[src/rtl/pll_lock_mgr.sv]
// rtl/pll_lock_mgr.sv - PLL reset/lock sequencer with bounded retry and fault latch.
// Optional lock-loss counter is compiled in when PLL_LOCK_MGR_LOSS_CNT_EN is defined.
module pll_lock_mgr #(
  parameter int RST_CYCLES          = 16,
  parameter int LOCK_TIMEOUT_CYCLES = 50000,
  parameter int LOCK_STABLE_CYCLES  = 1024,
  parameter int GATE_DELAY          = 8,
  parameter int MAX_RETRY           = 7
) (
  input  logic       clkin1,
  input  logic       ext_rst,
  input  logic       pll_lock,
  input  logic       soft_rst_req,
  output logic       pll_rst,
  output logic       clkout0_gate,
  output logic       sys_rst,
  output logic       pll_ready,
  output logic       pll_fault,
  output logic [7:0] retry_cnt,
  output logic [7:0] lock_loss_cnt
);

  typedef enum logic [2:0] {
    S_RESET,
    S_WAIT_LOCK,
    S_STABLE,
    S_GATE_DLY,
    S_RUN,
    S_FAULT
  } state_t;

  localparam logic [31:0] RST_LAST  = 32'(RST_CYCLES - 1);
  localparam logic [31:0] TO_LAST   = 32'(LOCK_TIMEOUT_CYCLES - 1);
  localparam logic [31:0] STB_LAST  = 32'(LOCK_STABLE_CYCLES - 1);
  localparam logic [31:0] GATE_LAST = 32'(GATE_DELAY - 1);
  localparam logic [7:0]  RETRY_MAX = 8'(MAX_RETRY);

  state_t      state, nxt_state;
  logic [31:0] timer, nxt_timer;
  logic [7:0]  nxt_retry;
  logic        lock_m, lock_s;

  always_ff @(posedge clkin1 or posedge ext_rst) begin
    if (ext_rst) begin
      lock_m <= 1'b0;
      lock_s <= 1'b0;
    end else begin
      lock_m <= pll_lock;
      lock_s <= lock_m;
    end
  end

  always_comb begin
    nxt_state = state;
    nxt_retry = retry_cnt;
    nxt_timer = timer + 32'd1;
    case (state)
      S_RESET:
        if (timer == RST_LAST) nxt_state = S_WAIT_LOCK;
      S_WAIT_LOCK:
        if (lock_s) begin
          nxt_state = S_STABLE;
        end else if (timer == TO_LAST) begin
          nxt_retry = retry_cnt + 8'd1;
          nxt_state = (nxt_retry == RETRY_MAX) ? S_FAULT : S_RESET;
        end
      S_STABLE:
        if (!lock_s) nxt_state = S_WAIT_LOCK;
        else if (timer == STB_LAST) nxt_state = S_GATE_DLY;
      S_GATE_DLY:
        if (!lock_s) nxt_state = S_RESET;
        else if (timer == GATE_LAST) nxt_state = S_RUN;
      S_RUN: begin
        nxt_timer = timer;
        if (!lock_s) nxt_state = S_RESET;
      end
      S_FAULT:
        nxt_timer = timer;
      default:
        nxt_state = S_RESET;
    endcase
    if (nxt_state == S_RUN && state != S_RUN) nxt_retry = 8'd0;
    // Soft reset wins over everything here; the lock-loss count is handled separately.
    if (soft_rst_req) begin
      nxt_state = S_RESET;
      nxt_retry = 8'd0;
    end
    if (nxt_state != state || soft_rst_req) nxt_timer = 32'd0;
  end

  // Outputs are decoded from the next state so they move on the transition edge.
  always_ff @(posedge clkin1 or posedge ext_rst) begin
    if (ext_rst) begin
      state        <= S_RESET;
      timer        <= 32'd0;
      retry_cnt    <= 8'd0;
      pll_rst      <= 1'b1;
      clkout0_gate <= 1'b0;
      sys_rst      <= 1'b1;
      pll_ready    <= 1'b0;
      pll_fault    <= 1'b0;
    end else begin
      state        <= nxt_state;
      timer        <= nxt_timer;
      retry_cnt    <= nxt_retry;
      pll_rst      <= (nxt_state == S_RESET) || (nxt_state == S_FAULT);
      clkout0_gate <= (nxt_state == S_GATE_DLY) || (nxt_state == S_RUN);
      sys_rst      <= (nxt_state != S_RUN);
      pll_ready    <= (nxt_state == S_RUN);
      pll_fault    <= (nxt_state == S_FAULT);
    end
  end

`ifdef PLL_LOCK_MGR_LOSS_CNT_EN
  logic loss_inc;
  assign loss_inc = (state == S_RUN) && !lock_s;

  always_ff @(posedge clkin1 or posedge ext_rst) begin
    if (ext_rst) lock_loss_cnt <= 8'd0;
    else if (loss_inc && lock_loss_cnt != 8'hFF) lock_loss_cnt <= lock_loss_cnt + 8'd1;
  end
`else
  assign lock_loss_cnt = 8'd0;
`endif

endmodule
[config.mk]
export PLATFORM = sky130hd
export DESIGN_NAME = pll_lock_mgr
export DESIGN_NICKNAME = d
export VERILOG_FILES = /design/src/rtl/pll_lock_mgr.sv
export SDC_FILE = /design/constraint.sdc
export NUM_CORES = 1
export LEC_CHECK = 0
export CAP_MARGIN = 20
export CELL_PAD_IN_SITES_DETAIL_PLACEMENT = 0
export CELL_PAD_IN_SITES_GLOBAL_PLACEMENT = 1
export CORE_MARGIN = 2
export CORE_UTILIZATION = 48
export DETAILED_ROUTE_END_ITERATION = 10
export PLACE_DENSITY_LB_ADDON = 0.1
export SLEW_MARGIN = 20
export SYNTH_ARGS = -nofsm -noshare
export SYNTH_HDL_FRONTEND = slang
export SYNTH_SLANG_ARGS = --single-unit
export TNS_END_PERCENT = 30
[constraint.sdc]
create_clock -name clkin1 -period 3.85 [get_ports clkin1]
set_clock_uncertainty 0.1 [all_clocks]
set_input_delay 0.77 -clock clkin1 [delete_from_list [all_inputs] [get_ports clkin1]]
set_output_delay 0.77 -clock clkin1 [all_outputs]
set_load 0.03 [all_outputs]
==> results.cfg <==
[final_layout]
layout_cell_share_with_drive_strength_beyond_1 = 0.0617
area_delta_synth_final_pct = 8.58
fin_nets = 330
n_antenna_cell = 0
multi_input_area_sq_mm = 0.00149
nFillCells = 547
regArea_sq_mm = 0.00125
postLayoutCellArea_sq_mm = 0.00314
finish.cell_count_without_fillers = 399

[critical_path]
critPathMaxStageDelay_ns = 0.63
cp_common_cell = sky130_fd_sc_hd__nor4_1
critical-path-top-delay-family = simple AND/OR/NAND/NOR gates
crit_path_end_kind = flop
arrival_ns = 2.83
critical_path_peak_fanout = 32
cpMaxStageDelayCell = sky130_fd_sc_hd__nor4_4
worstPathCellList = nor4_1 -> nand4_1 -> nor4_4 -> nand4_2 -> nand2_1 -> buf_4 -> nor4_1
cp_num_buf_inv = 1
crit_required_ns = 3.92
worst-setup-path-type = reg2reg
timing.critical_path.from_type = flop

[floorplanning]
die_h_microns = 81.6
floorplan.io_pins = 25
die-area_sq_mm = 0.00665
die_w_microns = 81.6
fp-row-count = 28
fp.coreArea_sq_mm = 0.00585
initial_utilization = 0.494

[global_routing]
globalRoute.totalOverflow = 0
number_of_global_route_vias_before_repair = 2062
grt_start_max_net_pins = 51
grt_use_total = 0.198
grt_antenna_before_repair = 0
grt_first_pass_wirelength_microns = 10100

[yosys]
synth_top_area_share = 0.416
ys_seq_area_frac = 0.434
ys_async_sr_fraction = 1.00
ys_types = 43
yosysTopAreaCell = sky130_fd_sc_hd__dfrtp_1
syn_avg_cell_area_sq_um = 9.29
synth.ff_latch_count = 50
post_synth_inst_count = 311
total_number_of_yosys_warnings = 0
mappedNetlistArea_sq_mm = 0.00289
synth_edf_count = 0
synth.top_cells.by_area = sky130_fd_sc_hd__dfrtp_1, sky130_fd_sc_hd__xnor2_1, sky130_fd_sc_hd__nor2_1
ys_dominant_reg_cell = sky130_fd_sc_hd__dfrtp_1

[clock_tree]
ctsHoldBuffers = 0
cts_sinks = 50
path_clk_slew_ns = 0.09
cts_buffers = 5
tritoncts = built
cts_max_level = 2
insertion_delay_ns = 0.30
cts_buffer_depth = 2
ctsRootBufferMaster = sky130_fd_sc_hd__clkbuf_8
postCtsSetupRepairBufs = 0
post_cts_resize_count = 0

[power_and_ir_drop]
power_per_cell_area_mw_per_mm2 = 285
ir_drop_mv = 0.158
power_leakage_nw = 1.36

[run]
maxCapViolCount = 0

[routing]
post_drt_wl_per_cell_microns = 14.9
number_of_design_rule_violations_left_by_the_first_detailed_router_iteration = 88
drcViolationCount = 0
first_pass_iters = 4
drt-vias-per-instance = 5.44
route.vias.total = 2172
drt_wl_total_microns = 5930
detail-route-antenna-nets = 0

[sta]
slew_headroom = 0.434
worst_slew_pin_slew_ns = 0.849
fin_crit_ns = 2.77
fmax_mhz = 361
whs_ns = 0.267
final_max_slew_viol_count = 0
tns_ns = 0
final.period_utilization = 0.719
finalHoldViolCount = 0
timing.final.setup_violations = 0
grt_setup_unrepaired = no

[hold_path]
worst_hold_check_path_type = reg2reg

[outcome]
outcome = finished, final reports clean

[placement]
placed_cells_incl_taps = 391
count_of_port_buffers_added_during_placement = 16
place.detailed.hpwl_microns = 4160
place_area_sq_mm = 0.00304
gp_routability_congestion = 0.788
==> path summary, 6_finish.rpt <==
kind / endpoint / depth (start not counted) / slack [ns] / start
max in group asynchronous: timer[8] / 2 / 2.32 / ext_rst
min: lock_s / 0 / 0.27 / lock_m
max reg2reg: timer[8] / 7 / 1.08 / timer[26]
min reg2reg: lock_s / 0 / 0.27 / lock_m
max: timer[8] / 7 / 1.08 / timer[26]
min in group asynchronous: retry_cnt[6] / 2 / 0.83 / ext_rst
==> Yosys cell counts (8+ instances only) <==
cell / instances
sky130_fd_sc_hd__nor3_1: 16
sky130_fd_sc_hd__nor2_1: 48
sky130_fd_sc_hd__xnor2_1: 26
sky130_fd_sc_hd__dfrtp_1: 48
sky130_fd_sc_hd__inv_1: 8
sky130_fd_sc_hd__buf_4: 11
sky130_fd_sc_hd__and3_1: 14
sky130_fd_sc_hd__nand2_1: 23
sky130_fd_sc_hd__nor4_1: 21
sky130_fd_sc_hd__nand3_1: 16
sky130_fd_sc_hd__xor2_1: 13
sky130_fd_sc_hd__nand4_1: 11
==> metal layers <==
metal	GRT usage	vias up	routed length, microns
met4	0.0627	0	74
met5	0	-	0
met2	0.314	18	2920
li1	-	1099	-
met3	0.0330	7	115
met1	0.277	1048	2820
==> state kept, by name (all words and copies together) (netlist names) <==
name / cells
retry_cnt: 8
timer: 32
clkout0_gate: 1
lock_m: 1
pll_fault: 1
lock_s: 1
pll_ready: 1
state: 3
pll_rst: 1
sys_rst: 1
==> metrics by stage <==
step                      utilization  setup WS (ns)  power (mW)
after global placement          0.520           1.13       0.587
after floorplan                     -           1.60       0.583
after detailed placement        0.520           1.07       0.588
final                           0.536           1.08       0.892
after global routing            0.536          0.865       0.931
after CTS                       0.536           1.03       0.905
==> placed cells by master, fill, tap and decap left out, types with 2 or more instances in the layout <==
cell                               n
sky130_fd_sc_hd__o21ai_0           2
sky130_fd_sc_hd__clkdlybuf4s50_1  16
sky130_fd_sc_hd__conb_1            8
sky130_fd_sc_hd__nor3_2            2
sky130_fd_sc_hd__nor2_1           48
sky130_fd_sc_hd__inv_1             7
sky130_fd_sc_hd__clkinv_2          2
sky130_fd_sc_hd__clkbuf_8          6
sky130_fd_sc_hd__mux2i_1           2
sky130_fd_sc_hd__dfstp_2           2
sky130_fd_sc_hd__and4_1            3
sky130_fd_sc_hd__dfrtp_1          48
sky130_fd_sc_hd__ha_1              3
sky130_fd_sc_hd__nand4_1          11
sky130_fd_sc_hd__nor4b_1           2
sky130_fd_sc_hd__nor3_1           16
sky130_fd_sc_hd__and2_1            3
sky130_fd_sc_hd__and3_1           14
sky130_fd_sc_hd__a21oi_1           3
sky130_fd_sc_hd__nand2_1          23
sky130_fd_sc_hd__nand3_1          16
sky130_fd_sc_hd__nor3b_1           3
sky130_fd_sc_hd__a21o_1            2
sky130_fd_sc_hd__nor4_1           21
sky130_fd_sc_hd__buf_4             2
sky130_fd_sc_hd__xor2_1           13
sky130_fd_sc_hd__nor2b_1           4
sky130_fd_sc_hd__xnor2_1          26
sky130_fd_sc_hd__nor4_4            2
==> area by class of cell <==
cell class	count	share of cell area
multi-input combinational	240	0.475
sequential	50	0.400
timing repair buffer	18	0.0559
tap	75	0.0299
clock buffer	7	0.0275
inverter	8	0.00998
clock inverter	1	0.00160
==> power by group <==
part	leakage (nW)	switching (mW)	internal (mW)
clock	0.0482	0.171	0.145
combinational	0.625	0.0337	0.00888
sequential	0.685	0.00499	0.529
==> logic make-up after synthesis <==
logic type               Yosys count  share of synthesized area
adder cells (fa/ha/maj)            3                     0.0130
flip-flops                        50                      0.434
AO/OA/AOI/OAI                     13                     0.0312
AND/OR/NAND/NOR                  174                      0.331
buffers and inverters             28                     0.0589
XOR/XNOR                          39                      0.118
multiplexers                       3                     0.0121
other                              1                    0.00130
No activity file was read; power rests on OpenSTA's default activity.
